`src/rtl/bin_to_digits_seq_pkg.sv`:
```
// -----------------------------------------------------------------------------
// bin_to_digits_seq_pkg
// Shared types and constants for the sequential binary-to-digit converter.
//   state_t      : converter FSM states (IDLE -> SHIFT -> LOAD -> IDLE)
//   N0..N9       : 8-bit display codes for decimal digits (active-low
//                  segments, bit order dp,g,f,e,d,c,b,a)
//   NBLANK       : all-segments-off code used for suppressed leading zeros
// -----------------------------------------------------------------------------
package bin_to_digits_seq_pkg;

  typedef enum logic [1:0] {
    IDLE  = 2'd0,
    SHIFT = 2'd1,
    LOAD  = 2'd2
  } state_t;

  localparam logic [7:0] N0     = 8'hC0;
  localparam logic [7:0] N1     = 8'hF9;
  localparam logic [7:0] N2     = 8'hA4;
  localparam logic [7:0] N3     = 8'hB0;
  localparam logic [7:0] N4     = 8'h99;
  localparam logic [7:0] N5     = 8'h92;
  localparam logic [7:0] N6     = 8'h82;
  localparam logic [7:0] N7     = 8'hF8;
  localparam logic [7:0] N8     = 8'h80;
  localparam logic [7:0] N9     = 8'h90;
  localparam logic [7:0] NBLANK = 8'hFF;

endpackage

```
`src/rtl/bin_to_digits_seq_if.sv`:
```
// -----------------------------------------------------------------------------
// bin_to_digits_seq_if
// Request/result bundle of the converter.
//   i_start : conversion request (only honoured while idle)
//   i_bin   : binary value, captured on the accepting edge
//   o_busy  : converter is not idle
//   o_valid : one-cycle pulse, result fields updated this cycle
//   o_err   : captured value exceeded 10**DIGITS-1
//   o_bcd   : raw BCD, ones digit in [3:0]
//   o_out   : display codes, ones digit in [7:0]
// master = producer of requests, slave = converter.
// -----------------------------------------------------------------------------
interface bin_to_digits_seq_if #(
  parameter int BIN_W  = 10,
  parameter int DIGITS = 3
);
  logic                  i_start;
  logic [BIN_W-1:0]      i_bin;
  logic                  o_busy;
  logic                  o_valid;
  logic                  o_err;
  logic [4*DIGITS-1:0]   o_bcd;
  logic [8*DIGITS-1:0]   o_out;

  modport master (
    output i_start, i_bin,
    input  o_busy, o_valid, o_err, o_bcd, o_out
  );

  modport slave (
    input  i_start, i_bin,
    output o_busy, o_valid, o_err, o_bcd, o_out
  );
endinterface

```
`src/rtl/bin_to_digits_seq_digit_code_lut.sv`:
```
// -----------------------------------------------------------------------------
// digit_code_lut
// Combinational BCD nibble to 8-bit display code. Non-decimal nibbles
// (10..15) show as zero.
//   bcd  : 4-bit BCD digit in
//   code : 8-bit display code out
// -----------------------------------------------------------------------------
module digit_code_lut
  import bin_to_digits_seq_pkg::*;
(
  input  logic [3:0] bcd,
  output logic [7:0] code
);

  always_comb begin
    case (bcd)
      4'd0:    code = N0;
      4'd1:    code = N1;
      4'd2:    code = N2;
      4'd3:    code = N3;
      4'd4:    code = N4;
      4'd5:    code = N5;
      4'd6:    code = N6;
      4'd7:    code = N7;
      4'd8:    code = N8;
      4'd9:    code = N9;
      default: code = N0;
    endcase
  end

endmodule

```
`src/rtl/bin_to_digits_seq.sv`:
```
// -----------------------------------------------------------------------------
// bin_to_digits_seq
// Sequential binary to decimal display-code converter using shift-add-3
// (double dabble), one input bit per clock.
//   i_clk : clock, rising edge
//   i_rst : synchronous active-high reset
//   bus   : bin_to_digits_seq_if.slave (start/bin in, busy/valid/err/bcd/out)
// Parameters: BIN_W (input width), DIGITS (decimal digits produced).
// Build option: define BIN_TO_DIGITS_SEQ_BLANK_EN to blank leading zeros
// (all digits but the ones digit) in o_out; o_bcd is never blanked.
// Accept edge -> BIN_W SHIFT cycles -> one LOAD cycle -> o_valid pulse.
// -----------------------------------------------------------------------------
module bin_to_digits_seq
  import bin_to_digits_seq_pkg::*;
#(
  parameter int BIN_W  = 10,
  parameter int DIGITS = 3
) (
  input  logic                 i_clk,
  input  logic                 i_rst,
  bin_to_digits_seq_if.slave   bus
);

  localparam int          BCD_W   = 4 * DIGITS;
  localparam int          OUT_W   = 8 * DIGITS;
  localparam int          CNT_W   = $clog2(BIN_W + 1);
  localparam int unsigned MAX_VAL = 10 ** DIGITS - 1;

  state_t             state_q, state_d;
  logic [BIN_W-1:0]   bin_q;
  logic [BCD_W-1:0]   bcd_q;
  logic [BCD_W-1:0]   bcd_adj;
  logic [BCD_W-1:0]   bcd_sel;
  logic [CNT_W-1:0]   cnt_q;
  logic               err_q;
  logic               accept;
  logic               last_shift;
  logic [7:0]         code [DIGITS];
  logic [OUT_W-1:0]   out_next;

  assign accept     = (state_q == IDLE) && bus.i_start;
  assign last_shift = (cnt_q == CNT_W'(BIN_W - 1));

  // ---------------------------------------------------------------- FSM
  // NOTE: state and data registers use non-blocking (<=) so every flop
  // samples pre-edge values; combinational blocks use blocking (=).
  always_ff @(posedge i_clk) begin
    if (i_rst) state_q <= IDLE;
    else       state_q <= state_d;
  end

  // NOTE: every always_comb output gets a default first, so no path
  // leaves it unassigned and no latch is inferred.
  always_comb begin
    state_d = state_q;
    unique case (state_q)
      IDLE:    if (bus.i_start) state_d = SHIFT;
      SHIFT:   if (last_shift)  state_d = LOAD;
      LOAD:    state_d = IDLE;
      default: state_d = IDLE;
    endcase
  end

  always_comb begin
    bus.o_busy = (state_q != IDLE);
  end

  // ---------------------------------------------------------- datapath
  // Add-3 correction on every nibble that would reach >= 10 after doubling.
  always_comb begin
    bcd_adj = bcd_q;
    for (int d = 0; d < DIGITS; d++) begin
      if (bcd_q[4*d +: 4] >= 4'd5) bcd_adj[4*d +: 4] = bcd_q[4*d +: 4] + 4'd3;
    end
  end

  // NOTE: the shift datapath carries no reset; it is fully reloaded on
  // every accept and its contents are never observed before that.
  always_ff @(posedge i_clk) begin
    if (accept) begin
      bin_q <= bus.i_bin;
      bcd_q <= '0;
      cnt_q <= '0;
    end else if (state_q == SHIFT) begin
      {bcd_q, bin_q} <= {bcd_adj[BCD_W-2:0], bin_q, 1'b0};
      cnt_q          <= cnt_q + CNT_W'(1);
    end
  end

  // The bit shifted out of the top nibble can only be set when the input
  // was already out of range; folding it in keeps err_q self-consistent.
  always_ff @(posedge i_clk) begin
    if (i_rst)                  err_q <= 1'b0;
    else if (accept)            err_q <= (32'(bus.i_bin) > MAX_VAL);
    else if (state_q == SHIFT)  err_q <= err_q | bcd_adj[BCD_W-1];
  end

  // Out-of-range results are reported as all-zero digits.
  assign bcd_sel = err_q ? '0 : bcd_q;

  for (genvar g = 0; g < DIGITS; g++) begin : g_lut
    digit_code_lut u_lut (
      .bcd  (bcd_sel[4*g +: 4]),
      .code (code[g])
    );
  end

  always_comb begin
`ifdef BIN_TO_DIGITS_SEQ_BLANK_EN
    logic leading;
    leading = 1'b1;
`endif
    out_next = '0;
    for (int d = DIGITS - 1; d >= 0; d--) begin
      out_next[8*d +: 8] = code[d];
`ifdef BIN_TO_DIGITS_SEQ_BLANK_EN
      // Walk from the most significant digit; stop blanking at the first
      // non-zero digit, and never blank the ones digit.
      leading = leading && (bcd_sel[4*d +: 4] == 4'd0);
      if (leading && (d != 0)) out_next[8*d +: 8] = NBLANK;
`else
`endif
    end
  end

  // ------------------------------------------------------ result regs
  always_ff @(posedge i_clk) begin
    if (i_rst) begin
      bus.o_valid <= 1'b0;
      bus.o_err   <= 1'b0;
      bus.o_bcd   <= '0;
      bus.o_out   <= {DIGITS{N0}};
    end else begin
      bus.o_valid <= (state_q == LOAD);
      if (state_q == LOAD) begin
        bus.o_bcd <= bcd_sel;
        bus.o_out <= out_next;
        bus.o_err <= err_q;
      end
    end
  end

endmodule

```
`src/flat_wrapper.sv`:
```
// flat-port wrapper written by rule: the top's interface ports become plain ports
module bin_to_digits_seq_flat import bin_to_digits_seq_pkg::*;
#(
  parameter int BIN_W  = 10,
  parameter int DIGITS = 3
)
  (i_clk, i_rst, bus_i_start, bus_i_bin, bus_o_busy, bus_o_valid, bus_o_err, bus_o_bcd, bus_o_out);
  bin_to_digits_seq_if #(.BIN_W(BIN_W), .DIGITS(DIGITS)) bus_i ();
  input  logic i_clk;
  input  logic i_rst;
  input wire logic [$bits(bus_i.i_start)-1:0] bus_i_start;
  input wire logic [$bits(bus_i.i_bin)-1:0] bus_i_bin;
  output wire logic [$bits(bus_i.o_busy)-1:0] bus_o_busy;
  output wire logic [$bits(bus_i.o_valid)-1:0] bus_o_valid;
  output wire logic [$bits(bus_i.o_err)-1:0] bus_o_err;
  output wire logic [$bits(bus_i.o_bcd)-1:0] bus_o_bcd;
  output wire logic [$bits(bus_i.o_out)-1:0] bus_o_out;
  assign bus_i.i_start = bus_i_start;
  assign bus_i.i_bin = bus_i_bin;
  assign bus_o_busy = bus_i.o_busy;
  assign bus_o_valid = bus_i.o_valid;
  assign bus_o_err = bus_i.o_err;
  assign bus_o_bcd = bus_i.o_bcd;
  assign bus_o_out = bus_i.o_out;
  bin_to_digits_seq #(.BIN_W(BIN_W), .DIGITS(DIGITS)) u_core (.i_clk(i_clk), .i_rst(i_rst), .bus(bus_i));
endmodule
```
`config.mk`:
```
export PLATFORM = sky130hd
export DESIGN_NAME = bin_to_digits_seq_flat
export DESIGN_NICKNAME = d
export VERILOG_FILES = /design/src/rtl/bin_to_digits_seq_pkg.sv /design/src/rtl/bin_to_digits_seq_if.sv /design/src/rtl/bin_to_digits_seq_digit_code_lut.sv /design/src/rtl/bin_to_digits_seq.sv /design/src/flat_wrapper.sv
export SDC_FILE = /design/constraint.sdc
export NUM_CORES = 1
export LEC_CHECK = 0
export CAP_MARGIN = 40
export CORE_AREA = 3 3 81 83
export CTS_BUF_LIST = sky130_fd_sc_hd__clkbuf_8 sky130_fd_sc_hd__clkbuf_16
export CTS_CLUSTER_SIZE = 12
export DETAILED_ROUTE_END_ITERATION = 8
export DIE_AREA = 0 0 84 86
export GPL_TIMING_DRIVEN = 1
export PLACE_DENSITY = 0.79
export REMOVE_ABC_BUFFERS = 1
export SYNTH_ARGS = -nofsm -noshare
export SYNTH_HDL_FRONTEND = slang
export SYNTH_SLANG_ARGS = --single-unit
```
`constraint.sdc`:
```
create_clock -name i_clk -period 4.1 [get_ports i_clk]
set_input_delay 1.23 -clock i_clk [delete_from_list [all_inputs] [get_ports i_clk]]
set_output_delay 1.23 -clock i_clk [all_outputs]
set_load 0.02 [all_outputs]
```
### Word level (Yosys, flattened, before mapping)

Memories as Yosys holds them, arrays and structs flattened. A register that Yosys moved wholly into a read port is not among the register bits.
Cells that the tools add are included.

| word-level totals | value |
|---|---|
| logic and storage cells | 42 |
| memories kept | 3 |
| bits in latches | 0 |
| flip-flop bits (word level) | 67 |
| bits in read-only memories | 336 |
| memory bits (writable) | 0 |
| bits of input ports | 13 |
| output and inout port bits | 39 |

| operators by class | value |
|---|---|
| add/sub/neg operators | 4 |
| reduce and logical (&&, ||, !) cells | 5 |
| multipliers | 0 |
| div/mod/pow operators | 0 |
| equality and inequality tests | 5 |
| multiplexer cells | 11 |
| bitwise logic cells | 1 |
| magnitude comparators | 4 |
| shift-type cells | 0 |

Memory list:

| name | words | width | read ports | clocked after Yosys merged registers in | write ports | line | RTL |
|---|---|---|---|---|---|---|---|
| (name not given) | 16 | 7 | 1 | 1 | 0 | bin_to_digits_seq_digit_code_lut.sv:16 | `case (bcd)` |
| (name not given) | 16 | 7 | 1 | 1 | 0 | bin_to_digits_seq_digit_code_lut.sv:16 |  |
| (name not given) | 16 | 7 | 1 | 1 | 0 | bin_to_digits_seq_digit_code_lut.sv:16 |  |

Operators by type and width:

| cell | count |
|---|---|
| 2-to-1 mux 10 bit | 2 |
| adder 4 x 2 -> 4 bit, second input constant | 3 |
| greater-or-equal comparator 4 x 3 -> 1 bit, second input constant | 3 |
| 2-to-1 mux 12 bit | 1 |
| 2-to-1 mux 4 bit | 3 |
| > comparator 10 bit, second input constant | 1 |
| adder 4 x 1 -> 4 bit, second input constant | 1 |
| == test 4 bit, second input constant | 1 |
| 2-to-1 mux 2 bit | 2 |
| one-hot mux 2 bit (2 select lines) | 1 |
| nonzero test 2 bit | 2 |
| == test 2 x 1 -> 1 bit, second input constant | 1 |
| == test 2 bit, second input constant | 1 |
| zero test 2 bit | 1 |
| 2-to-1 mux 1 bit | 2 |
| inequality test 2 x 1 -> 1 bit, second input constant | 1 |
| inequality test 2 bit, second input constant | 1 |
| AND reduction 2 bit | 1 |
| logical AND 1 bit | 1 |
| bitwise OR 1 bit | 1 |

### Logic depth before layout (Yosys ltp)

| depth | value |
|---|---|
| word-level depth | 5 |
| gate-level depth with buffers | 9 |
| mapped depth without buffers | 8 |

### Cells and area by module

From an unflattened synthesis, not the netlist that was laid out.

| unflattened totals | value |
|---|---|
| cell total of the unflattened synthesis | 394 |
| area, all modules | 3373.2 µm² |

By module, submodules not included:

| module | seq. area each (µm²) | area each (µm²) | cells each | instances |
|---|---|---|---|---|
| bin_to_digits_seq | 1441.4 | 2787.7 | 313 | 1 |
| digit_code_lut | 0.0 | 195.2 | 27 | 3 |

### Least setup slack after synthesis

No wires, ideal clock.

| timing path | value |
|---|---|
| kind | input to register |
| start | input port bus_i_start |
| end | register u_core.bin_q[0], enable pin |
| buffers on the path | 0 |
| arrival time | 2046 ps |
| path slack | 1663 ps |
| stages on the path | 2 |
| required time | 3709 ps |
| setup time | 391 ps |
| path through | inv_1 o21ai_0 |

| on the way | value |
|---|---|
| word-level cells in the longest chain between the ends | 2 |

RTL lines:

| what | line | RTL |
|---|---|---|
| start, declared | flat_wrapper.sv:11 | `input wire logic [$bits(bus_i.i_start)-1:0] bus_i_start;` |
| logical AND 1 bit | bin_to_digits_seq.sv:41 | `assign accept = (state_q == IDLE) && bus.i_start;` |
| nonzero test 2 bit (no line) | n/a |  |
| end signal, assigned | bin_to_digits_seq.sv:81 | `bin_q <= bus.i_bin;` |
| end signal, assigned | bin_to_digits_seq.sv:85 | `{bcd_q, bin_q} <= {bcd_adj[BCD_W-2:0], bin_q, 1'b0};` |
| end, declared | bin_to_digits_seq.sv:30 | `logic [BIN_W-1:0] bin_q;` |

Every way passes these cells.
A chain may end at the register's enable or synchronous reset.

### Worst setup path in the final report

| timing path | value |
|---|---|
| start | register u_core.state_q[1] |
| end | output port bus_o_busy |

| on the way | value |
|---|---|
| word-level cells in the longest chain between the ends | 1 |

RTL lines:

| what | line | RTL |
|---|---|---|
| start, declared | bin_to_digits_seq.sv:29 | `state_t state_q, state_d;` |
| start signal, assigned | bin_to_digits_seq.sv:49 | `else state_q <= state_d;` |
| nonzero test 2 bit | bin_to_digits_seq.sv:65 | `bus.o_busy = (state_q != IDLE);` |
| end, declared | flat_wrapper.sv:13 | `output wire logic [$bits(bus_i.o_busy)-1:0] bus_o_busy;` |

Every way passes these cells.

==> flow_metrics.tcl <==
set metrics [dict create \
    syn_area_um2 3180 \
    ys_warn_count 0 \
    synth-edff-count 10 \
    insertion_delay_ns 0.34 \
    post-place-ws_ns 1.27 \
    yosys.area.top_type "dfxtp_1" \
    power_mw 1.43 \
    p_leak_nw 1.46 \
    syn2layout_area_growth_pct 20.8 \
    clk_path_buf_depth 2 \
    cts_hold_buf 0 \
    post_drt_wl_per_cell_um 13.5 \
    fin_crit_ns 2.76 \
    core_area_um2 5920 \
    setup_violations 0 \
    portBuffers 48 \
    overflow 0 \
    p_per_area_nw_per_um2 373 \
    setup_slack_ns 1.34 \
    yosys_register_bits 64 \
    finalMaxSlewViolations 0 \
    routabilityCongestion 0.778 \
    initial_utilization_pct 53.7 \
    cts_setup_buffers 0 \
    fin_nets 425 \
    dr_total_vias 2540 \
    skew_ns 0.00672 \
    dr.pass1.iters 4 \
    finalHoldViolCount 0 \
    peakVddDrop_mv 0.191 \
    drive_gt1_share_pct 7.56 \
    syn_inst 354 \
    status "finished, final reports clean" \
    numClockSinks 64 \
    synthTopCellsByCount "54 x dfxtp_1, 50 x nand2_1, 33 x a21oi_1" \
    setup_tns_ns 0 \
    tightest_slew_ns 0.853 \
    design_area_um2 3840 \
    num_rows 28 \
    max_clock_freq_ghz 0.363 \
    drtIter0Drc 143 \
    path_clk_slew_ns 0.07 \
    syn_area_per_cell_um2 8.99 \
    drtAntennaViolNets 0 \
    ioPinCount 52 \
    cts-buffers-inserted 9 \
    holdWs_ns 0.453 \
    drt-vias-per-instance 5.38 \
    arrival_ns 1.53 \
    ff2ff_setup_slack_ns 2.05 \
    track_usage_pct 18.8 \
    cts_resized 0 \
    grt_pass1_wl_mm 10.8 \
    first_global_vias 2408 \
    synth_ff_type "dfxtp_1" \
    root_buffer "clkbuf_8" \
    die_h_um 86 \
    path_max_fanout 5 \
    wirelength_mm 6.40 \
    drcViolationCount 0 \
    die_w_um 84 \
    endpoint_kind "output pin" \
    synth_top_area_share_pct 34.0 \
    grt_max_degree 34 \
    maxCapViolations 0 \
    antenna_cells 0 \
    crit_type "reg -> out" \
    holdCritPathClass "reg -> reg" \
    cp-start-kind "flip-flop" \
    dieArea_um2 7220 \
    post-synth-top-count-cell "dfxtp_1" \
    synth_cell_type_count 48 \
    ys_top_cells_by_area "dfxtp_1 34%, edfxtp_1 9.4%, ha_1 7.9%, nand2_1 5.9%, a21oi_1 5.2%" \
    cts_tree "built" \
    placed_cell_area_um2 3630 \
    fill_cells 497 \
    rsz0062_at_grt "no" \
    place_hpwl_mm 4.30 \
    multiInputGateArea_um2 1570 \
    cts-htree-levels 3 \
    seq_area_um2 1380 \
    slew_headroom_pct 43.1 \
    async_reset_ff_share_pct 0 \
    antenna_found_initial 0 \
    period_share_pct 67.2 \
    yosysSeqAreaShare_pct 43.4 \
    cp.required_ns 2.87 \
]
layout by cell type (no fill, tap or decap), types with 5 or more instances in the layout:
cell,count
edfxtp_1,10
nand2_1,50
clkbuf_8,10
nor2b_1,5
inv_1,19
dfxtp_1,54
mux2_1,9
nor3_1,6
xnor2_1,7
o22ai_1,15
nand2b_1,10
a21oi_1,33
o21ai_0,5
clkdlybuf4s50_1,48
buf_4,6
ha_1,20
nor2_1,30
cell families (layout without fill, tap and decap cells):
logic type	after synthesis	in the layout	share of synthesized area, %
AO/OA/AOI/OAI	77	77	15.1
XOR/XNOR	11	11	3.03
adder cells (fa/ha/maj)	20	20	7.86
buffers and inverters	46	87	7.47
flip-flops	64	64	43.4
multiplexers	16	16	5.66
other	1	3	0.118
AND/OR/NAND/NOR	119	119	17.3
critical path, stage by stage (launching register included):
cell,delay (ns)
dfxtp_1,0.37
or2_1,0.18
clkdlybuf4s50_1,0.63
path summary, 6_finish.rpt:
path | from | end | cells after the start
worst max register to register | u_core.err_q | u_core.bus.o_out[3] | 7
worst min register to register | u_core.bin_q[9] | u_core.bcd_q[0] | 2
worst max-delay path | u_core.state_q[1] | bus_o_busy | 2
worst min-delay path | u_core.bin_q[9] | u_core.bcd_q[0] | 2
power breakdown:
group	switching (mW)	internal, mW
clock	0.239	0.327
combinational	0.0906	0.0780
sequential	0.0274	0.670
sequential cells by signal, summed over array words and instances, names as in the netlist:
name,count
u_core.bcd_q,12
u_core.bin_q,10
u_core.bus.o_bcd,12
u_core.bus.o_err,1
u_core.bus.o_out,21
u_core.bus.o_valid,1
u_core.cnt_q,4
u_core.err_q,1
u_core.state_q,2
layout make-up:
cell class,instances,area share (%)
Sequential cell,64,35.9
Tap cell,75,2.44
Clock inverter,5,1.20
Timing Repair Buffer,54,13.7
Inverter,17,1.66
Clock buffer,11,4.23
Multi-Input combinational cell,246,40.9
layer usage:
| layer | wire length, um | vias up | share of wire, % | global-route usage, % |
|---|---|---|---|---|
| li1 | - | 1284 | - | - |
| met1 | 2900 | 1189 | 45 | 22.8 |
| met2 | 3050 | 51 | 48 | 31.4 |
| met3 | 293 | 16 | 4.6 | 4.80 |
| met4 | 146 | 0 | 2.3 | 8.77 |
| met5 | 0 | - | 0 | 0 |
stage by stage:
stage	utilization [%]	cells
after floorplan	-	327
after CTS	64.9	472
after detailed placement	61.4	456
after global placement	61.4	456
after global routing	64.9	472
final	64.9	472
Note: power is estimated with default switching activity, not from simulation.
